### src/rtl/fifobram_dualmode.sv
// Operand buffer combining a random-access BRAM and a streaming FIFO behind one port set,
// with per-access mode select, pipelined reads (latency 1 or 2) and sticky error flags.
module fifobram_dualmode #(
  parameter int WIDTH             = 32,
  parameter int LOG2_DEPTH        = 5,
  parameter int READ_LATENCY      = 1,
  parameter int ALMOSTFULL_MARGIN = 4
) (
  input  logic                  clk_i,
  input  logic                  reset_i,
  input  logic                  we_i,
  input  logic [LOG2_DEPTH-1:0] waddr_i,
  input  logic [WIDTH-1:0]      wdata_i,
  input  logic [1:0]            wfifobram_i,
  input  logic                  re_i,
  input  logic [LOG2_DEPTH-1:0] raddr_i,
  input  logic [1:0]            rfifobram_i,
  output logic [WIDTH-1:0]      rdata_o,
  output logic                  rvalid_o,
  output logic                  almostfull_o,
  output logic                  empty_o,
  output logic [LOG2_DEPTH-1:0] count_o,
  output logic                  overflow_o,
  output logic                  underflow_o
);
  localparam int DEPTH = 1 << LOG2_DEPTH;
  localparam logic [LOG2_DEPTH-1:0] FULL_CNT = LOG2_DEPTH'(DEPTH - 1);

  logic [WIDTH-1:0]      bram_q [DEPTH];
  logic [WIDTH-1:0]      fifo_q [DEPTH];
  logic [LOG2_DEPTH-1:0] wr_ptr_q, rd_ptr_q, count_q, count_d;
  logic                  empty_q, empty_d, almostfull_q, almostfull_d;
  logic                  overflow_q, underflow_q;
  logic                  bram_we, push_req, push_ok, pop_req, pop_ok, bram_re, rd_ok, full;
  logic                  vld1_q;
  logic [WIDTH-1:0]      dat1_q;

  always_comb begin
    bram_we  = we_i & wfifobram_i[0];
    push_req = we_i & wfifobram_i[1];
    full     = (count_q == FULL_CNT);
    push_ok  = push_req & ~full;
    pop_req  = re_i & (rfifobram_i == 2'b10);
    pop_ok   = pop_req & ~empty_q;
    // rfifobram 01 and 11 both address the BRAM
    bram_re  = re_i & rfifobram_i[0];
    rd_ok    = bram_re | pop_ok;
  end

  always_comb begin
    count_d = count_q;
    case ({push_ok, pop_ok})
      2'b10:   count_d = count_q + 1'b1;
      2'b01:   count_d = count_q - 1'b1;
      default: count_d = count_q;
    endcase
    empty_d      = (count_d == '0);
    almostfull_d = (int'(FULL_CNT) - int'(count_d)) <= ALMOSTFULL_MARGIN;
  end

  // Storage arrays are never cleared; only their bookkeeping resets.
  always_ff @(posedge clk_i) begin
    if (bram_we) bram_q[waddr_i]  <= wdata_i;
    if (push_ok) fifo_q[wr_ptr_q] <= wdata_i;
  end

  always_ff @(posedge clk_i) begin
    if (reset_i) begin
      wr_ptr_q     <= '0;
      rd_ptr_q     <= '0;
      count_q      <= '0;
      empty_q      <= 1'b1;
      almostfull_q <= 1'b0;
      overflow_q   <= 1'b0;
      underflow_q  <= 1'b0;
    end else begin
      if (push_ok) wr_ptr_q <= wr_ptr_q + 1'b1;
      if (pop_ok)  rd_ptr_q <= rd_ptr_q + 1'b1;
      count_q      <= count_d;
      empty_q      <= empty_d;
      almostfull_q <= almostfull_d;
      if (push_req & full)   overflow_q  <= 1'b1;
      if (pop_req & empty_q) underflow_q <= 1'b1;
    end
  end

  // First read stage: registered array read gives old data on same-address write.
  always_ff @(posedge clk_i) begin
    if (reset_i) begin
      vld1_q <= 1'b0;
      dat1_q <= '0;
    end else begin
      vld1_q <= rd_ok;
      if (rd_ok) dat1_q <= bram_re ? bram_q[raddr_i] : fifo_q[rd_ptr_q];
    end
  end

  generate
    if (READ_LATENCY == 2) begin : g_lat2
      logic             vld2_q;
      logic [WIDTH-1:0] dat2_q;
      always_ff @(posedge clk_i) begin
        if (reset_i) begin
          vld2_q <= 1'b0;
          dat2_q <= '0;
        end else begin
          vld2_q <= vld1_q;
          if (vld1_q) dat2_q <= dat1_q;
        end
      end
      assign rvalid_o = vld2_q;
      assign rdata_o  = dat2_q;
    end else begin : g_lat1
      assign rvalid_o = vld1_q;
      assign rdata_o  = dat1_q;
    end
  endgenerate

  assign count_o      = count_q;
  assign empty_o      = empty_q;
  assign almostfull_o = almostfull_q;
  assign overflow_o   = overflow_q;
  assign underflow_o  = underflow_q;
endmodule

### config.mk
export PLATFORM = sky130hd
export DESIGN_NAME = fifobram_dualmode
export DESIGN_NICKNAME = d
export VERILOG_FILES = /design/src/rtl/fifobram_dualmode.sv
export SDC_FILE = /design/constraint.sdc
export NUM_CORES = 2
export LEC_CHECK = 0
export ABC_AREA = 1
export ABC_CLOCK_PERIOD_IN_PS = 9350
export BUFFER_PORTS_ARGS = -buffer_cell sky130_fd_sc_hd__buf_2
export CAP_MARGIN = 20
export CORE_ASPECT_RATIO = 0.5
export CORE_UTILIZATION = 45
export CTS_CLUSTER_DIAMETER = 50
export CTS_CLUSTER_SIZE = 10
export DETAILED_ROUTE_END_ITERATION = 16
export PLACE_DENSITY = 0.61
export SLEW_MARGIN = 20
export SYNTH_ARGS = -nofsm -noshare
export SYNTH_HDL_FRONTEND = slang
export SYNTH_SLANG_ARGS = --single-unit
### constraint.sdc
create_clock -name clk_i -period 9.35 [get_ports clk_i]
set_input_delay 0.935 -clock clk_i [delete_from_list [all_inputs] [get_ports clk_i]]
set_output_delay 0.935 -clock clk_i [all_outputs]
set_load 0.01 [all_outputs]
==> run_results.csv <==
group,metric,value,unit
critical_path,end_kind,"register",
clock_network,cts.repair.resized,0,
synthesis,syn_inst,7174,
grt,grt_pass1_vias,51500,
min_path,worst_hold_path_type,"register to register",
critical_path,crit_required,10.13,ns
timing,fin_tns_setup,0,ns
critical_path,cpPeakStageDelay,0.87,ns
synthesis,ys_async_sr_fraction,0,%
synthesis,yosysSeqAreaShare,73.6,%
clock_network,cts_hold_buf,0,
min_path,worstHoldStart,"underflow_o",
synthesis,synthFlopType,"edfxtp_1",
run,maxCapViolCount,0,
die,die-area,191000,sq um
synthesis,synthesis.nets,7232,
placed_design,pre_cts_ws,4.92,ns
die,rows,112,
grt,grt_usage,24.0,%
power_and_ir_drop,p_int,0.0152,W
grt,antenna_found_initial,7,
drt,drcViolationCount,0,
timing,fmax,250,MHz
timing,worstMarginPinSlew,1.13,ns
critical_path,r2r_cells,10,
placed_design,dp_hpwl,118000,microns
timing,period_needed,4.00,ns
final_layout,fin_nets,7241,
clock_network,clk_path_buf_depth,3,
timing,drv_slew,0,
power_and_ir_drop,p_sw_share,22.3,%
critical_path,slowest_stage,"buf_4",
grt,grt_max_degree,189,
critical_path,worstPathArrival,4.78,ns
power_and_ir_drop,p_sw,0.00434,W
clock_network,clk_pin_slew,0.06,ns
clock_network,post_cts_buffers,0,
synthesis,synth_area,85100,sq um
critical_path,path_cells,"buf_12, buf_4, nand2_1, nand3_1, nand3_1, nand3_1, nand3_1, nand3_1, nand2_1, nor2_1",
critical_path,critPathLaunchType,"register",
placed_design,routabilityCongestion,0.795,
drt,drt_pass1_iterations,6,
drt,vias,54800,
synthesis,yosysUniqueCellTypes,31,
synthesis,synth_edf_count,2048,
clock_network,cts_sinks,2105,
timing,rsz0062_at_grt,"no",
synthesis,syn_avg_cell_area,11.9,sq um
timing,fin_worst_skew,0.0237,ns
clock_network,cts-htree-levels,4,
critical_path,critPathMaxFanout,158,
power_and_ir_drop,p_leak,33.2,nW
critical_path,critPathMostFrequentCell,"nand3_1",
timing,setup_violations,0,
die,die_x,617,microns
power_and_ir_drop,p_clk_share,41.1,%
die,core,187000,sq um
synthesis,ys_ff_latch,2105,
final_layout,area_growth,10.5,%
power_and_ir_drop,pwr-share-seq,53.6,%
power_and_ir_drop,vdd_drop_max,0.172,mV
timing,fin_ws,5.35,ns
placed_design,io_buffers,91,
drt,dr.first_iter.drc_count,6328,
clock_network,cts_buffers,228,
clock_network,clk_latency,0.86,ns
power_and_ir_drop,p_per_area,207,nW/um^2
final_layout,fillers,16200,
timing,hold_viol,0,
power_and_ir_drop,comb_power_share,5.3,%
clock_network,cts_root_buf,"clkbuf_16",
grt,overflow,0,
run_status,outcome,"complete, no violations",
timing,finalCritPeriodShare,42.7,%
drt,drt-wirelength-per-cell,23.6,microns
min_path,worstHoldPathCells,2,
die,ios,92,
critical_path,critical_path_class,"register to register",
synthesis,synth_warnings,0,
grt,grt_pass1_wl,339000,microns
drt,via_per_inst,5.57,
drt,antenna_left,0,
timing,max_slew_margin,24.8,%
die,die_h,309,microns
die,start_util,45.5,%
final_layout,layout-drive-gt1-share,7.59,%
drt,drt-total-wl,232000,microns
clock_network,cts_tree,"built",
per-layer routing:
metal,up-vias,wire [microns],global-route usage (%)
li1,25200,-,-
met1,26800,98200,33.6
met2,2380,106000,37.4
met3,356,21900,5.35
met4,4,6430,7.69
met5,-,28,0
registers in the layout, summed over array words and instances, names as in the netlist, named ones only:
signal,flops
almostfull_o,1
bram_q,1024
count_o,5
empty_o,1
fifo_q,1024
overflow_o,1
rd_ptr_q,5
rdata_o,32
rvalid_o,1
underflow_o,1
wr_ptr_q,5
power by group through the flow:
| stage | Sequential, W | Clock [W] | Combinational, W |
|---|---|---|---|
| floorplan | 0.0106 | 0 | 0.000588 |
| global placement | 0.0107 | 0 | 0.00101 |
| detailed placement | 0.0107 | 0 | 0.00102 |
| CTS | 0.0105 | 0.00809 | 0.00102 |
| global route | 0.0105 | 0.00846 | 0.00112 |
| finish | 0.0105 | 0.00801 | 0.00103 |
through the flow:
stage	instance area (sq um)	instances	power, W	hold slack [ns]	util (%)
2_1_floorplan	85100	7174	0.0112	0.436	-
3_3_place_gp	87700	9461	0.0117	0.438	46.8
3_5_place_dp	87700	9461	0.0117	0.440	46.8
4_1_cts	94000	9820	0.0196	0.419	50.2
5_1_grt	94100	9824	0.0200	0.469	50.2
6_report	94100	9824	0.0195	0.447	50.2
logic make-up (layout without fill, tap and decap cells):
| group | Yosys count | count (layout) | synth area share, % |
|---|---|---|---|
| adders and majority gates | 8 | 8 | 0.118 |
| other | 0 | 4 | 0 |
| and+or+nand+nor | 4501 | 4501 | 22.5 |
| AOI/OAI and AO/OA | 56 | 56 | 0.340 |
| buffers and inverters | 499 | 637 | 3.38 |
| xor gates and xnor gates | 5 | 5 | 0.0515 |
| DFF | 2105 | 2105 | 73.6 |
final cells by class:
type	instances	area, sq um	area share [%]
antenna	4	10.0	0.0106
tap	2508	3140	3.34
inverter	45	226	0.241
clock inverter	12	160	0.170
multi-input combinational	4570	20100	21.3
clock buffer	347	6190	6.59
timing repair buffer	233	1620	1.73
sequential	2105	62700	66.6
worst paths after layout:
path | to | slack, ns
max | rdata_o[0] | 5.35
min | underflow_o | 0.45
max reg2reg | rdata_o[0] | 5.35
min reg2reg | underflow_o | 0.45
placed cells by master (no fill, tap or decap):
cell type	count
bufinv_16	1
nand4_1	2
o21ai_1	14
diode_2	4
buf_2	88
inv_16	3
a21oi_2	1
o21a_1	1
nor2_2	2
nor2_1	81
nand2_1	2563
clkbuf_16	230
inv_2	3
nor2_4	61
dfxtp_1	53
buf_12	6
inv_8	2
dfxtp_4	4
ha_1	8
nor3_2	2
inv_1	35
or2_2	1
inv_6	9
clkinv_8	3
buf_4	136
buf_8	2
edfxtp_1	2048
nor3_1	2
xor2_1	3
nand3_1	1786
buf_6	1
a21oi_1	9
o21ai_0	30
clkbuf_1	117
a21boi_0	1
xnor2_1	2
clkinv_1	1
and3_1	1
cell usage after synthesis, types with 3 or more instances:
library cell / number / area, sq um
nand2_1: 2563 / 9620
xor2_1: 3 / 26.3
buf_2: 236 / 1180
nor3_1: 4 / 20.0
nor2_1: 142 / 533
clkbuf_1: 58 / 218
buf_4: 70 / 526
a21oi_1: 9 / 45.0
buf_1: 32 / 120
edfxtp_1: 2048 / 61500
inv_2: 4 / 15.0
o21ai_0: 30 / 150
o21ai_1: 14 / 70.1
dfxtp_1: 57 / 1140
inv_1: 38 / 143
nand3_1: 1786 / 8940
buf_6: 56 / 631
ha_1: 8 / 100
critical path, delay by kind of cell, from the launching register on:
kind | cells | cell delay (ns)
buffers and inverters | 2 | 1.45
and+or+nand+nor | 8 | 1.32
DFF | 1 | 0.78
Power figures use the tool's default switching activity.
